==> config.mk <==
export PLATFORM = sky130hd
export DESIGN_NAME = bullet_loader
export DESIGN_NICKNAME = d
export VERILOG_FILES = /design/src/rtl/game_pkg.sv /design/src/rtl/bullet_loader_lfsr16.sv /design/src/rtl/bullet_loader.sv
export SDC_FILE = /design/constraint.sdc
export NUM_CORES = 1
export LEC_CHECK = 0
export ABC_CLOCK_PERIOD_IN_PS = 3100
export CAP_MARGIN = 20
export CORE_UTILIZATION = 59
export CTS_CLUSTER_DIAMETER = 50
export DETAILED_ROUTE_END_ITERATION = 16
export DONT_BUFFER_PORTS = 1
export HOLD_SLACK_MARGIN = 0.08
export MAX_ROUTING_LAYER = met4
export PLACE_DENSITY = 0.75
export SLEW_MARGIN = 20
export SYNTH_ARGS = -nofsm -noshare
export SYNTH_HDL_FRONTEND = slang
export SYNTH_SLANG_ARGS = --single-unit
==> constraint.sdc <==
create_clock -name i_clk -period 3.1 [get_ports i_clk]
set_input_delay 0.62 -clock i_clk [delete_from_list [all_inputs] [get_ports i_clk]]
set_output_delay 0.62 -clock i_clk [all_outputs]
set_load 0.03 [all_outputs]
==> src/rtl/game_pkg.sv <==
`default_nettype none
// ============================================================================
//  Package : game_pkg
//  Purpose : Shared types and constants for the round logic: magazine loader
//            state encoding, bitmap width, LFSR feedback taps, LFSR step
//            helper and the item code table used by the item logic.
//  Ports   : none (package)
//  Rev     : 1.0  initial release
// ============================================================================
package game_pkg;

  // Magazine loader states, in the order a round walks through them.
  typedef enum logic [2:0] {
    ST_IDLE      = 3'd0,
    ST_GEN_TOTAL = 3'd1,
    ST_GEN_LIVE  = 3'd2,
    ST_FILL      = 3'd3,
    ST_SHUFFLE   = 3'd4,
    ST_READY     = 3'd5,
    ST_EMPTY     = 3'd6
  } loader_state_t;

  localparam int BITMAP_W = 8;

  // Fibonacci taps 16,14,13,11 expressed as bit positions 15,13,12,10.
  localparam logic [15:0] LFSR_TAPS = 16'hB400;

  // Item codes shared with the item logic.
  localparam logic [2:0] ITEM_NONE      = 3'd0;
  localparam logic [2:0] ITEM_MAGNIFIER = 3'd1;
  localparam logic [2:0] ITEM_CIGARETTE = 3'd2;
  localparam logic [2:0] ITEM_BEER      = 3'd3;
  localparam logic [2:0] ITEM_HANDCUFF  = 3'd4;
  localparam logic [2:0] ITEM_SAW       = 3'd5;
  localparam logic [2:0] ITEM_PHONE     = 3'd6;
  localparam logic [2:0] ITEM_GUN       = 3'd7;

  // One LFSR step: shift towards the MSB, feedback enters at bit 0.
  function automatic logic [15:0] lfsr_next(input logic [15:0] s);
    return {s[14:0], ^(s & LFSR_TAPS)};
  endfunction

endpackage : game_pkg
`default_nettype wire

==> src/rtl/bullet_loader_lfsr16.sv <==
`default_nettype none
// ============================================================================
//  Module  : lfsr16
//  Purpose : 16-bit Fibonacci LFSR (taps 16,14,13,11) with step enable and
//            synchronous load. A zero load value falls back to SEED so the
//            register can never lock up in the all-zero state.
//  Ports   : i_clk        clock
//            i_rst_n      async active-low reset (LFSR <= SEED)
//            i_step       advance one step this cycle
//            i_load       load i_load_value (overrides i_step)
//            i_load_value value to load (0 selects SEED)
//            o_lfsr       current LFSR state
//  Rev     : 1.0  initial release
// ============================================================================
module lfsr16
  import game_pkg::*;
#(
  parameter logic [15:0] SEED = 16'hACE1
) (
  input  logic        i_clk,
  input  logic        i_rst_n,
  input  logic        i_step,
  input  logic        i_load,
  input  logic [15:0] i_load_value,
  output logic [15:0] o_lfsr
);

  logic [15:0] r_lfsr;

  always_ff @(posedge i_clk or negedge i_rst_n) begin
    if (!i_rst_n) begin
      r_lfsr <= SEED;
    end else if (i_load) begin
      r_lfsr <= (i_load_value == 16'h0000) ? SEED : i_load_value;
    end else if (i_step) begin
      r_lfsr <= lfsr_next(r_lfsr);
    end
  end

  assign o_lfsr = r_lfsr;

endmodule : lfsr16
`default_nettype wire

==> src/rtl/bullet_loader.sv <==
`default_nettype none
// ============================================================================
//  Module  : bullet_loader
//  Purpose : Builds each round's magazine (random size, random live count,
//            Fisher-Yates shuffled bitmap) and tracks the chamber pointer
//            as shots fire or the beer item ejects shells.
//  Config  : BULLET_LOADER_SEED_LOAD_EN adds i_seed_valid / i_seed so the
//            LFSR can be reseeded for repeatable rounds.
//  Ports   : i_clk, i_rst_n            clock, async active-low reset
//            i_start                   pulse: load a new magazine
//            i_fire                    pulse: chambered shell consumed
//            i_ptr_load_valid/i_ptr_load  pointer override (clamped to total)
//            i_seed_valid/i_seed       LFSR reseed (config option only)
//            o_bullet_bitmap           bit k = shell k is live
//            o_bullet_bitmap_ptr       chambered shell index
//            o_total_bullet            magazine size
//            o_total_bullet_remaining  total - ptr (combinational)
//            o_live_count              live shells loaded
//            o_ready / o_empty / o_busy  status
//  Rev     : 1.0  initial release
// ============================================================================
module bullet_loader
  import game_pkg::*;
#(
  parameter int          MIN_BULLETS = 2,
  parameter int          MAX_BULLETS = 8,
  parameter logic [15:0] LFSR_SEED   = 16'hACE1
) (
  input  logic                i_clk,
  input  logic                i_rst_n,
  input  logic                i_start,
  input  logic                i_fire,
  input  logic                i_ptr_load_valid,
  input  logic [3:0]          i_ptr_load,
`ifdef BULLET_LOADER_SEED_LOAD_EN
  input  logic                i_seed_valid,
  input  logic [15:0]         i_seed,
`endif
  output logic [BITMAP_W-1:0] o_bullet_bitmap,
  output logic [3:0]          o_bullet_bitmap_ptr,
  output logic [3:0]          o_total_bullet,
  output logic [3:0]          o_total_bullet_remaining,
  output logic [3:0]          o_live_count,
  output logic                o_ready,
  output logic                o_empty,
  output logic                o_busy
);

  localparam logic [3:0] MIN_TOTAL  = 4'(MIN_BULLETS);
  localparam logic [3:0] TOTAL_SPAN = 4'(MAX_BULLETS - MIN_BULLETS);

  loader_state_t       r_state, w_state_nxt;
  logic [BITMAP_W-1:0] r_bitmap, w_bitmap_nxt;
  logic [3:0]          r_ptr, w_ptr_nxt;
  logic [3:0]          r_total, w_total_nxt;
  logic [3:0]          r_live, w_live_nxt;
  logic [2:0]          r_idx, w_idx_nxt;   // Fisher-Yates cursor

  logic [15:0]         w_lfsr;
  logic                w_seed_load;
  logic [15:0]         w_seed_value;
  logic [2:0]          w_rnd_lo;
  logic [3:0]          w_live_cand;
  logic [BITMAP_W-1:0] w_fill_mask;
  logic                w_start_ok;
  logic                w_unused_lfsr;

`ifdef BULLET_LOADER_SEED_LOAD_EN
  assign w_seed_load  = i_seed_valid;
  assign w_seed_value = i_seed;
`else
  assign w_seed_load  = 1'b0;
  assign w_seed_value = 16'h0000;
`endif

  lfsr16 #(
    .SEED (LFSR_SEED)
  ) u_lfsr (
    .i_clk        (i_clk),
    .i_rst_n      (i_rst_n),
    .i_step       (1'b1),
    .i_load       (w_seed_load),
    .i_load_value (w_seed_value),
    .o_lfsr       (w_lfsr)
  );

  // Only the low six bits are drawn from; the rest live in the feedback path.
  assign w_unused_lfsr = ^w_lfsr[15:6];

  assign w_rnd_lo    = w_lfsr[2:0];
  assign w_live_cand = {1'b0, w_lfsr[5:3]} + 4'd1;
  assign w_fill_mask = 8'((9'd1 << r_live) - 9'd1);

  assign w_start_ok = i_start && ((r_state == ST_IDLE) ||
                                  (r_state == ST_READY) ||
                                  (r_state == ST_EMPTY));

  always_comb begin
    w_state_nxt  = r_state;
    w_bitmap_nxt = r_bitmap;
    w_ptr_nxt    = r_ptr;
    w_total_nxt  = r_total;
    w_live_nxt   = r_live;
    w_idx_nxt    = r_idx;

    case (r_state)
      ST_GEN_TOTAL: begin
        if ({1'b0, w_rnd_lo} <= TOTAL_SPAN) begin
          w_total_nxt = MIN_TOTAL + {1'b0, w_rnd_lo};
          w_state_nxt = ST_GEN_LIVE;
        end
      end
      ST_GEN_LIVE: begin
        // total >= 2 here, so total-1 cannot wrap; candidate is always >= 1.
        if (w_live_cand <= (r_total - 4'd1)) begin
          w_live_nxt  = w_live_cand;
          w_state_nxt = ST_FILL;
        end
      end
      ST_FILL: begin
        w_bitmap_nxt = w_fill_mask;
        w_idx_nxt    = 3'(r_total - 4'd1);
        w_state_nxt  = ST_SHUFFLE;
      end
      ST_SHUFFLE: begin
        // Draws above the cursor are rejected rather than folded, keeping
        // every permutation equally likely.
        if (w_rnd_lo <= r_idx) begin
          w_bitmap_nxt[r_idx]    = r_bitmap[w_rnd_lo];
          w_bitmap_nxt[w_rnd_lo] = r_bitmap[r_idx];
          w_idx_nxt              = r_idx - 3'd1;
          if (r_idx == 3'd1) begin
            w_state_nxt = ST_READY;
          end
        end
      end
      ST_READY: begin
        // A pointer load from the beer item takes priority over a shot.
        if (i_ptr_load_valid) begin
          w_ptr_nxt = (i_ptr_load > r_total) ? r_total : i_ptr_load;
        end else if (i_fire) begin
          w_ptr_nxt = r_ptr + 4'd1;
        end
        if (w_ptr_nxt == r_total) begin
          w_state_nxt = ST_EMPTY;
        end
      end
      default: begin
        // IDLE and EMPTY wait for a start request.
      end
    endcase

    if (w_start_ok) begin
      w_ptr_nxt    = 4'd0;
      w_bitmap_nxt = '0;
      w_total_nxt  = 4'd0;
      w_live_nxt   = 4'd0;
      w_idx_nxt    = 3'd0;
      w_state_nxt  = ST_GEN_TOTAL;
    end
  end

  always_ff @(posedge i_clk or negedge i_rst_n) begin
    if (!i_rst_n) begin
      r_state  <= ST_IDLE;
      r_bitmap <= '0;
      r_ptr    <= 4'd0;
      r_total  <= 4'd0;
      r_live   <= 4'd0;
      r_idx    <= 3'd0;
    end else begin
      r_state  <= w_state_nxt;
      r_bitmap <= w_bitmap_nxt;
      r_ptr    <= w_ptr_nxt;
      r_total  <= w_total_nxt;
      r_live   <= w_live_nxt;
      r_idx    <= w_idx_nxt;
    end
  end

  assign o_bullet_bitmap          = r_bitmap;
  assign o_bullet_bitmap_ptr      = r_ptr;
  assign o_total_bullet           = r_total;
  assign o_total_bullet_remaining = r_total - r_ptr;
  assign o_live_count             = r_live;
  assign o_ready                  = (r_state == ST_READY);
  assign o_empty                  = (r_state == ST_EMPTY);
  assign o_busy                   = (r_state == ST_GEN_TOTAL) ||
                                    (r_state == ST_GEN_LIVE)  ||
                                    (r_state == ST_FILL)      ||
                                    (r_state == ST_SHUFFLE);

endmodule : bullet_loader
`default_nettype wire

== After elaboration in Yosys (flattened, before gate mapping) ==
Index checks and enable logic that the tools add are counted.

* Shift-type cells: 1
* Muxes and demuxes: 35
* Reductions and logical operators: 21
* $lt $le $gt $ge: 8
* Eq/ne operators: 13
* Add/subtract/negate cells: 7

{| class="wikitable"
|+ Operators by type and width
! operator !! count
|-
| $mux W4 || 12
|-
| $mux W3 || 8
|-
| $bwmux W8 || 2
|-
| $mux W8 || 2
|-
| $pmux W8 S2 || 1
|-
| $reduce_xor A16 Y1 || 1
|-
| $pmux W3 S5 || 1
|-
| $ne A3 B3 Y1 const B || 4
|-
| $reduce_bool A2 Y1 || 5
|-
| $eq A3 B3 Y1 const B || 3
|-
| $lt A3 B4 Y1 const B || 2
|-
| $shl A1 B4 Y8 const A || 1
|-
| $sub A8 B1 Y8 const B || 1
|-
| $bmux W1 S3 || 2
|-
| $demux W1 S3 || 2
|-
| $eq A3 B1 Y1 const B || 2
|-
| $eq A3 B2 Y1 const B || 2
|-
| $ge A3 B1 Y1 const B || 2
|-
| $pmux W3 S2 || 1
|-
| $reduce_and A2 Y1 || 3
|-
| $reduce_and A6 Y1 || 1
|-
| $reduce_bool A6 Y1 || 1
|-
| $logic_or A1 B1 Y1 || 5
|-
| $add A2 B3 Y4 const A || 1
|-
| other kinds (15) || 20
|}

* Logic and storage cells: 92
* Bits in registers: 42

== Depth between registers and ports, before layout ==
Gate-level depths: netlist of the first run.

* Word-level depth: 9
* Depth in mapped cells: 11

== Hierarchy ==
Synthesis of the first run repeated with hierarchy kept, for this count alone.

* Cell total of the unflattened synthesis: 393
* Area total of the unflattened synthesis: 3557.2 um2

{| class="wikitable"
|+ By module, submodules not included
! module !! cells each !! instances !! area an instance (um2) !! seq. area each (um2)
|-
| bullet_loader || 322 || 1 || 2710.1 || 650.6
|-
| lfsr16 || 71 || 1 || 847.1 || 410.4
|}

== Worst setup path after synthesis of the first run ==
Ideal clock, no wire load.

* Path type: reg2out
* From: register r_total[0] (netlist: o_total_bullet[0])
* To: output port o_total_bullet_remaining[2]
* Path buffers: 1
* Arrival: 2.043 ns
* Stages on the path, launching flop included: 6
* Setup slack: 0.437 ns
* Cells stage by stage: dfrtp_1 clkbuf_1 inv_1 ha_1 fa_1 xnor2_1

* Cells in the longest elaborated chain, start to end: 1

{| class="wikitable"
|+ RTL lines
! item !! line !! RTL
|-
| from (decl) || bullet_loader.sv:55 || <nowiki>logic [3:0] r_total, w_total_nxt;</nowiki>
|-
| from (signal assigned) || bullet_loader.sv:175 || <nowiki>r_total <= w_total_nxt;</nowiki>
|-
| $sub A4 B4 Y4 || bullet_loader.sv:184 || <nowiki>assign o_total_bullet_remaining = r_total - r_ptr;</nowiki>
|-
| to (decl) || bullet_loader.sv:42 || <nowiki>output logic [3:0] o_total_bullet_remaining,</nowiki>
|}

Every way passes these cells.

== Final worst setup path of the first run ==
* From: register r_ptr[1] (netlist: o_bullet_bitmap_ptr[1])
* To: output port o_total_bullet_remaining[3]

* Cells in the longest elaborated chain, start to end: 1

{| class="wikitable"
|+ RTL lines
! item !! line !! RTL
|-
| from (decl) || bullet_loader.sv:54 || <nowiki>logic [3:0] r_ptr, w_ptr_nxt;</nowiki>
|-
| from (signal assigned) || bullet_loader.sv:174 || <nowiki>r_ptr <= w_ptr_nxt;</nowiki>
|-
| $sub A4 B4 Y4 || bullet_loader.sv:184 ||
|}

Every way passes these cells.

==> results_dict.tcl, run 1 <==
set metrics [dict create \
    status "complete, no violations" \
    htreeDepth 2 \
    worst_pin_slew_ns 0.701 \
    setup_viol 0 \
    clk_path_buf_depth 2 \
    worst_setup_path_end_kind "output pin" \
    wl_per_cell_um 17.5 \
    worstPathMaxFanout 7 \
    grt_usage_pct 29.4 \
    relSlewSlack_pct 52.9 \
    arrival_ns 2.00 \
    yosysWarnings 0 \
    wl_um 6890 \
    netlist_area_mm2 0.00304 \
    ys_async_sr_fraction_pct 100 \
    antenna_found_initial 0 \
    p_int_w 0.00145 \
    rsz0062_at_grt "no" \
    dpl.cell_count 385 \
    antenna_left 0 \
    yosysMostFrequentCell "dfrtp_1" \
    maxCapViolCount 0 \
    r2r_cells 8 \
    cts.sinks 42 \
    synth_top_area_cell "dfrtp_1" \
    netSwitchingPower_w 0.00158 \
    finClkSkew_ns 0.00838 \
    max_freq_mhz 382 \
    core_mm2 0.00485 \
    clock_latency_ns 0.31 \
    die_h_um 73.8 \
    n_antenna_cell 0 \
    synthTopCellsByArea "dfrtp_1 (28%), ha_1 (9.9%), dfstp_2 (6.9%)" \
    drtPass1Iterations 7 \
    clk_pin_slew_ns 0.09 \
    crit_chain "inv_1 -> ha_1 -> a21o_1 -> a21oi_1 -> xor2_1 -> buf_4" \
    syn_nets 366 \
    dieArea_mm2 0.00545 \
    switching_share_pct 52.2 \
    nNetsFinal 360 \
    drc 0 \
    finalCriticalPeriod_ns 2.62 \
    holdBufCountCts 1 \
    worstSetupStartpointType "register" \
    seqPwrFrac_pct 33.4 \
    grt_pass1_vias 2382 \
    drt_iter0_markers 302 \
    rows 25 \
    synth_top_area_share_pct 28.0 \
    yosys_register_bits 42 \
    postCtsSetupBuffers 0 \
    syn2layout_area_growth_pct 4.73 \
    setup.worst_path.start "o_bullet_bitmap_ptr[1]" \
    cp.required_ns 2.48 \
    die_w_um 73.8 \
    drive_above_1_share_pct 9.48 \
    hp-class "in -> async" \
    syn_area_per_cell_um2 9.16 \
    finalCritPeriodShare_pct 84.4 \
    globalplace.congestion 1.04 \
    via_per_inst 6.38 \
    critPathKind "reg -> out" \
    vdd_drop_max_uv 860 \
    post_cts_resized 0 \
    syn_inst 332 \
    synth_edf_count 0 \
    num_io_pins 36 \
    critical_path.max_stage_delay_ns 0.66 \
    totalNegativeSetupSlack_ns 0 \
    dpl.hpwl_um 5170 \
    holdWs_ns 0.131 \
    numCtsBuffers 5 \
    synth_commonest_cells "dfrtp_1 (34), nor2_1 (29), nand2_1 (27), o21ai_0 (25), ha_1 (24)" \
    io_buffer_count 0 \
    yosysSeqAreaShare_pct 34.9 \
    fin_cells 394 \
    cts_tree "done" \
    start_util_pct 62.7 \
    synthFlopType "dfrtp_1" \
    finalMaxSlewViolations 0 \
    grt_max_degree 35 \
    cts-root-buf "clkbuf_8" \
    grt_pass1_wl_um 11600 \
    r2r-start "u_lfsr.o_lfsr[0]" \
    overflow 0 \
    combPwrFrac_pct 53.6 \
    clock_power_share_pct 12.9 \
    p_leak_nw 1.41 \
    powerDensity_mw_per_mm2 951 \
    yosysUniqueCellTypes 54 \
    vias 2513 \
    hold_violations 0 \
    cpMaxStageDelayCell "dfrtp_1" \
]
logic make-up (layout without fill, tap and decap cells):
family          Yosys count  after routing  synth area share, %
compound gates           94             94                 20.9
xor+xnor                 24             24                 6.91
fa+ha+maj                25             25                 10.5
buf+inv                  41             36                 5.84
flops                    42             42                 34.9
mux                      16             16                 6.91
simple gates             90             90                 14.1
power groups by stage:
stage / Combinational, W / Sequential [W] / Clock (W)
after floorplan: 0.00141 / 0.000894 / 0
after global placement: 0.00157 / 0.00102 / 0
after detailed placement: 0.00160 / 0.00102 / 0
after CTS: 0.00162 / 0.00101 / 0.000400
after global routing: 0.00181 / 0.00104 / 0.000415
final: 0.00162 / 0.00101 / 0.000392
metrics by stage:
stage	power, W	setup slack [ns]	util [%]	instance area (um^2)
3_3_place_gp	0.00259	0.550	63.3	3070
3_5_place_dp	0.00262	0.554	63.3	3070
2_1_floorplan	0.00230	0.437	-	3040
4_1_cts	0.00303	0.447	65.7	3190
5_1_grt	0.00327	0.335	65.7	3190
6_report	0.00303	0.483	65.7	3190
worst max-delay path, delay by kind of cell (launching register included):
family                   cells  cell delay (ns)
buffers and inverters        2             0.26
AO/OA/AOI/OAI                2             0.31
adder cells (fa/ha/maj)      1             0.30
XOR/XNOR                     1             0.15
flip-flops                   1             0.66
final cells by class:
class                   count  area [um^2]
repair buffers              6         57.6
fillers                   387         1660
multi-input cells         249         1800
flip-flops and latches     42         1060
clock buffers               5         68.8
clock inverters             3         28.8
inverters                  22         82.6
well taps                  67         83.8
layout by cell type (no fill, tap or decap), drive strengths merged, types with 2 or more instances in the layout:
cell    instances
nand3b          2
a22o            3
inv            23
mux4            3
nor2           30
clkinv          2
dfstp           8
nand2          27
a221oi          7
o221ai          6
o21ai          30
buf             6
a21o            4
a31oi          10
dfrtp          34
o21a            2
nand4           5
nand3           6
a211oi          4
a21oi          11
nor3            6
or2             2
xor2           13
nand2b          3
nor4            3
mux2i          13
nor2b           4
o31ai           6
xnor2          11
clkbuf          5
ha             24
layer usage:
layer | up-vias | GRT usage, % | routed length, um
met2 | 102 | 45.4 | 3200
met3 | 19 | 4.94 | 443
met5 | - | - | 0
li1 | 1188 | - | -
met4 | 0 | 11.1 | 181
met1 | 1204 | 38.8 | 3060
sequential cells by signal (all words and copies together) (netlist names):
signal and flops:
r_idx 3, o_total_bullet 4, o_bullet_bitmap_ptr 4, o_live_count 4, u_lfsr.o_lfsr 16, o_bullet_bitmap 8
r_state 3
path summary, 6_finish.rpt:
kind | end | slack [ns]
max | o_total_bullet_remaining[3] | 0.48
min | o_live_count[0] | 0.13
max reg2reg | r_state[1] | 0.55
min reg2reg | u_lfsr.o_lfsr[15] | 0.36
max in group asynchronous | u_lfsr.o_lfsr[8] | 2.78
min in group i_clk | u_lfsr.o_lfsr[15] | 0.36
Note: power is estimated with default switching activity, not from simulation.
==> run 2, diff against run 1 <==
--- a/config.mk
+++ b/config.mk
@@ -5,15 +5,15 @@
 export SDC_FILE = /design/constraint.sdc
 export NUM_CORES = 1
 export LEC_CHECK = 0
-export ABC_CLOCK_PERIOD_IN_PS = 3100
+export ABC_CLOCK_PERIOD_IN_PS = 2300
 export CAP_MARGIN = 20
-export CORE_UTILIZATION = 59
+export CORE_UTILIZATION = 58
 export CTS_CLUSTER_DIAMETER = 50
 export DETAILED_ROUTE_END_ITERATION = 16
 export DONT_BUFFER_PORTS = 1
 export HOLD_SLACK_MARGIN = 0.08
 export MAX_ROUTING_LAYER = met4
-export PLACE_DENSITY = 0.75
+export PLACE_DENSITY = 0.76
 export SLEW_MARGIN = 20
 export SYNTH_ARGS = -nofsm -noshare
 export SYNTH_HDL_FRONTEND = slang
==> constraint.sdc (replaced) <==
create_clock -name i_clk -period 2.3 [get_ports i_clk]
set_input_delay 0.46 -clock i_clk [delete_from_list [all_inputs] [get_ports i_clk]]
set_output_delay 0.46 -clock i_clk [all_outputs]
set_load 0.03 [all_outputs]
==> results_dict.tcl, run 2 (synthesized netlist as in run 1, its figures left out) <==
set metrics [dict create \
    grt_pass1_wl_um 12600 \
    netSwitchingPower_w 0.00226 \
    clk_path_buf_depth 2 \
    wl_um 8060 \
    num_io_pins 36 \
    arrival_ns 2.49 \
    seqCellArea_mm2 0.00106 \
    drive_above_1_share_pct 20.8 \
    io_buffer_count 0 \
    start_util_pct 62.3 \
    antenna_found_initial 0 \
    powerDensity_mw_per_mm2 1310 \
    nNetsFinal 393 \
    rsz0062_at_grt "yes" \
    hold_violations 0 \
    finClkSkew_ns 0.0136 \
    placed_cell_area_mm2 0.00328 \
    mostFrequentLayoutCells "buf_4 (35), dfrtp_1 (31), nor2_1 (29)" \
    syn2layout_area_growth_pct 16.4 \
    status "finished, violations left" \
    fin_area_mm2 0.00354 \
    worst_setup_path_end_kind "register" \
    clock_latency_ns 0.30 \
    grt_usage_pct 31.2 \
    p_leak_nw 1.60 \
    numCtsBuffers 5 \
    globalplace.congestion 0.910 \
    holdWs_ns 0.350 \
    largest_reg_flops 16 \
    worst_pin_slew_ns 0.562 \
    hp-class "reg -> reg" \
    final_common_cell "buf_4" \
    vdd_drop_max_uv 1150 \
    totalNegativeSetupSlack_ns -0.0218 \
    critPathKind "reg -> reg" \
    finalMaxSlewViolations 0 \
    violations "negative setup slack" \
    fillers 358 \
    core_mm2 0.00488 \
    setup_viol 1 \
    finalCriticalPeriod_ns 2.32 \
    cts-root-buf "clkbuf_8" \
    grt_max_degree 43 \
    timing.final.ws_setup_ns -0.0218 \
    dpl.cell_count 412 \
    wl_per_cell_um 18.9 \
    rows 25 \
    drt_iter0_markers 415 \
    seqPwrFrac_pct 25.5 \
    die_w_um 74.4 \
    cts_tree "done" \
    dieArea_mm2 0.00554 \
    whs_path_depth 0 \
    relSlewSlack_pct 62.5 \
    p_int_w 0.00239 \
    maxCapViolCount 0 \
    switching_share_pct 48.6 \
    n_antenna_cell 0 \
    multi_input_area_mm2 0.00186 \
    finalCritPeriodShare_pct 101 \
    dpl.hpwl_um 5610 \
    worstPathMaxFanout 4 \
    grt_pass1_vias 2609 \
    clk_pin_slew_ns 0.08 \
    combPwrFrac_pct 59.3 \
    antenna_left 0 \
    clock_power_share_pct 15.2 \
    cp.required_ns 2.47 \
    dp_slack_ns 0.0818 \
    fin_cells 427 \
    worstSetupStartpointType "register" \
    die_h_um 74.4 \
    htreeDepth 2 \
    drc 0 \
    r2r_cells 9 \
    cts.sinks 42 \
    drtPass1Iterations 7 \
    via_per_inst 6.63 \
    overflow 0 \
    max_freq_mhz 431 \
    vias 2833 \
]
run 2: layout make-up:
type / count / share of cell area (%)
clock inverter: 3 / 1.94
timing repair buffer: 39 / 8.91
tap: 67 / 2.37
inverter: 22 / 2.33
multi-input combinational: 249 / 52.4
sequential: 42 / 30.1
clock buffer: 5 / 1.94
run 2: timing repair:
item,CTS,global route
gates resized for setup,3,10
hold endpoints to repair,42,0
setup buffers,0,5
pin swaps,1,3
hold buffers,2,0
setup endpoints to repair,3,6
run 2: path summary, 6_finish.rpt:
check                                 start           endpoint  slack [ns]
hold reg to reg            u_lfsr.o_lfsr[8]   u_lfsr.o_lfsr[9]        0.35
setup / recovery           u_lfsr.o_lfsr[3]    o_live_count[2]       -0.02
max in group asynchronous           i_rst_n   u_lfsr.o_lfsr[5]        1.39
min in group asynchronous           i_rst_n  u_lfsr.o_lfsr[14]        0.63
setup reg to reg           u_lfsr.o_lfsr[3]    o_live_count[2]       -0.02
hold / removal             u_lfsr.o_lfsr[8]   u_lfsr.o_lfsr[9]        0.35
run 2: critical path, cell delays in order (launching register included):
cell and delay, ns:
dfrtp_2 0.42, ha_1 0.24, xor2_2 0.19, ha_1 0.33
nand4_1 0.08, o21ai_0 0.10, a211oi_2 0.38, buf_4 0.20
o21ai_0 0.12, o31ai_1 0.14
run 2: power by group through the flow:
stage / Clock, W / Combinational (W) / Sequential, W
finish: 0.000706 / 0.00276 / 0.00119
detailed placement: 0 / 0.00258 / 0.00119
global route: 0.000747 / 0.00298 / 0.00121
global placement: 0 / 0.00252 / 0.00118
floorplan: 0 / 0.00191 / 0.00121
CTS: 0.000713 / 0.00264 / 0.00117
run 2: layer usage:
layer | vias to the layer above | routed length [um] | global-route usage [%]
met1 | 1348 | 3300 | 39.9
met5 | - | 0 | -
met3 | 45 | 679 | 6.23
li1 | 1252 | - | -
met4 | 0 | 276 | 12.2
met2 | 188 | 3800 | 48.7
run 2: metrics by stage:
step | total power, W | utilization (%)
after floorplan | 0.00311 | -
after global placement | 0.00370 | 67.2
after detailed placement | 0.00376 | 67.2
after CTS | 0.00452 | 70.8
after global routing | 0.00494 | 72.5
final | 0.00465 | 72.5
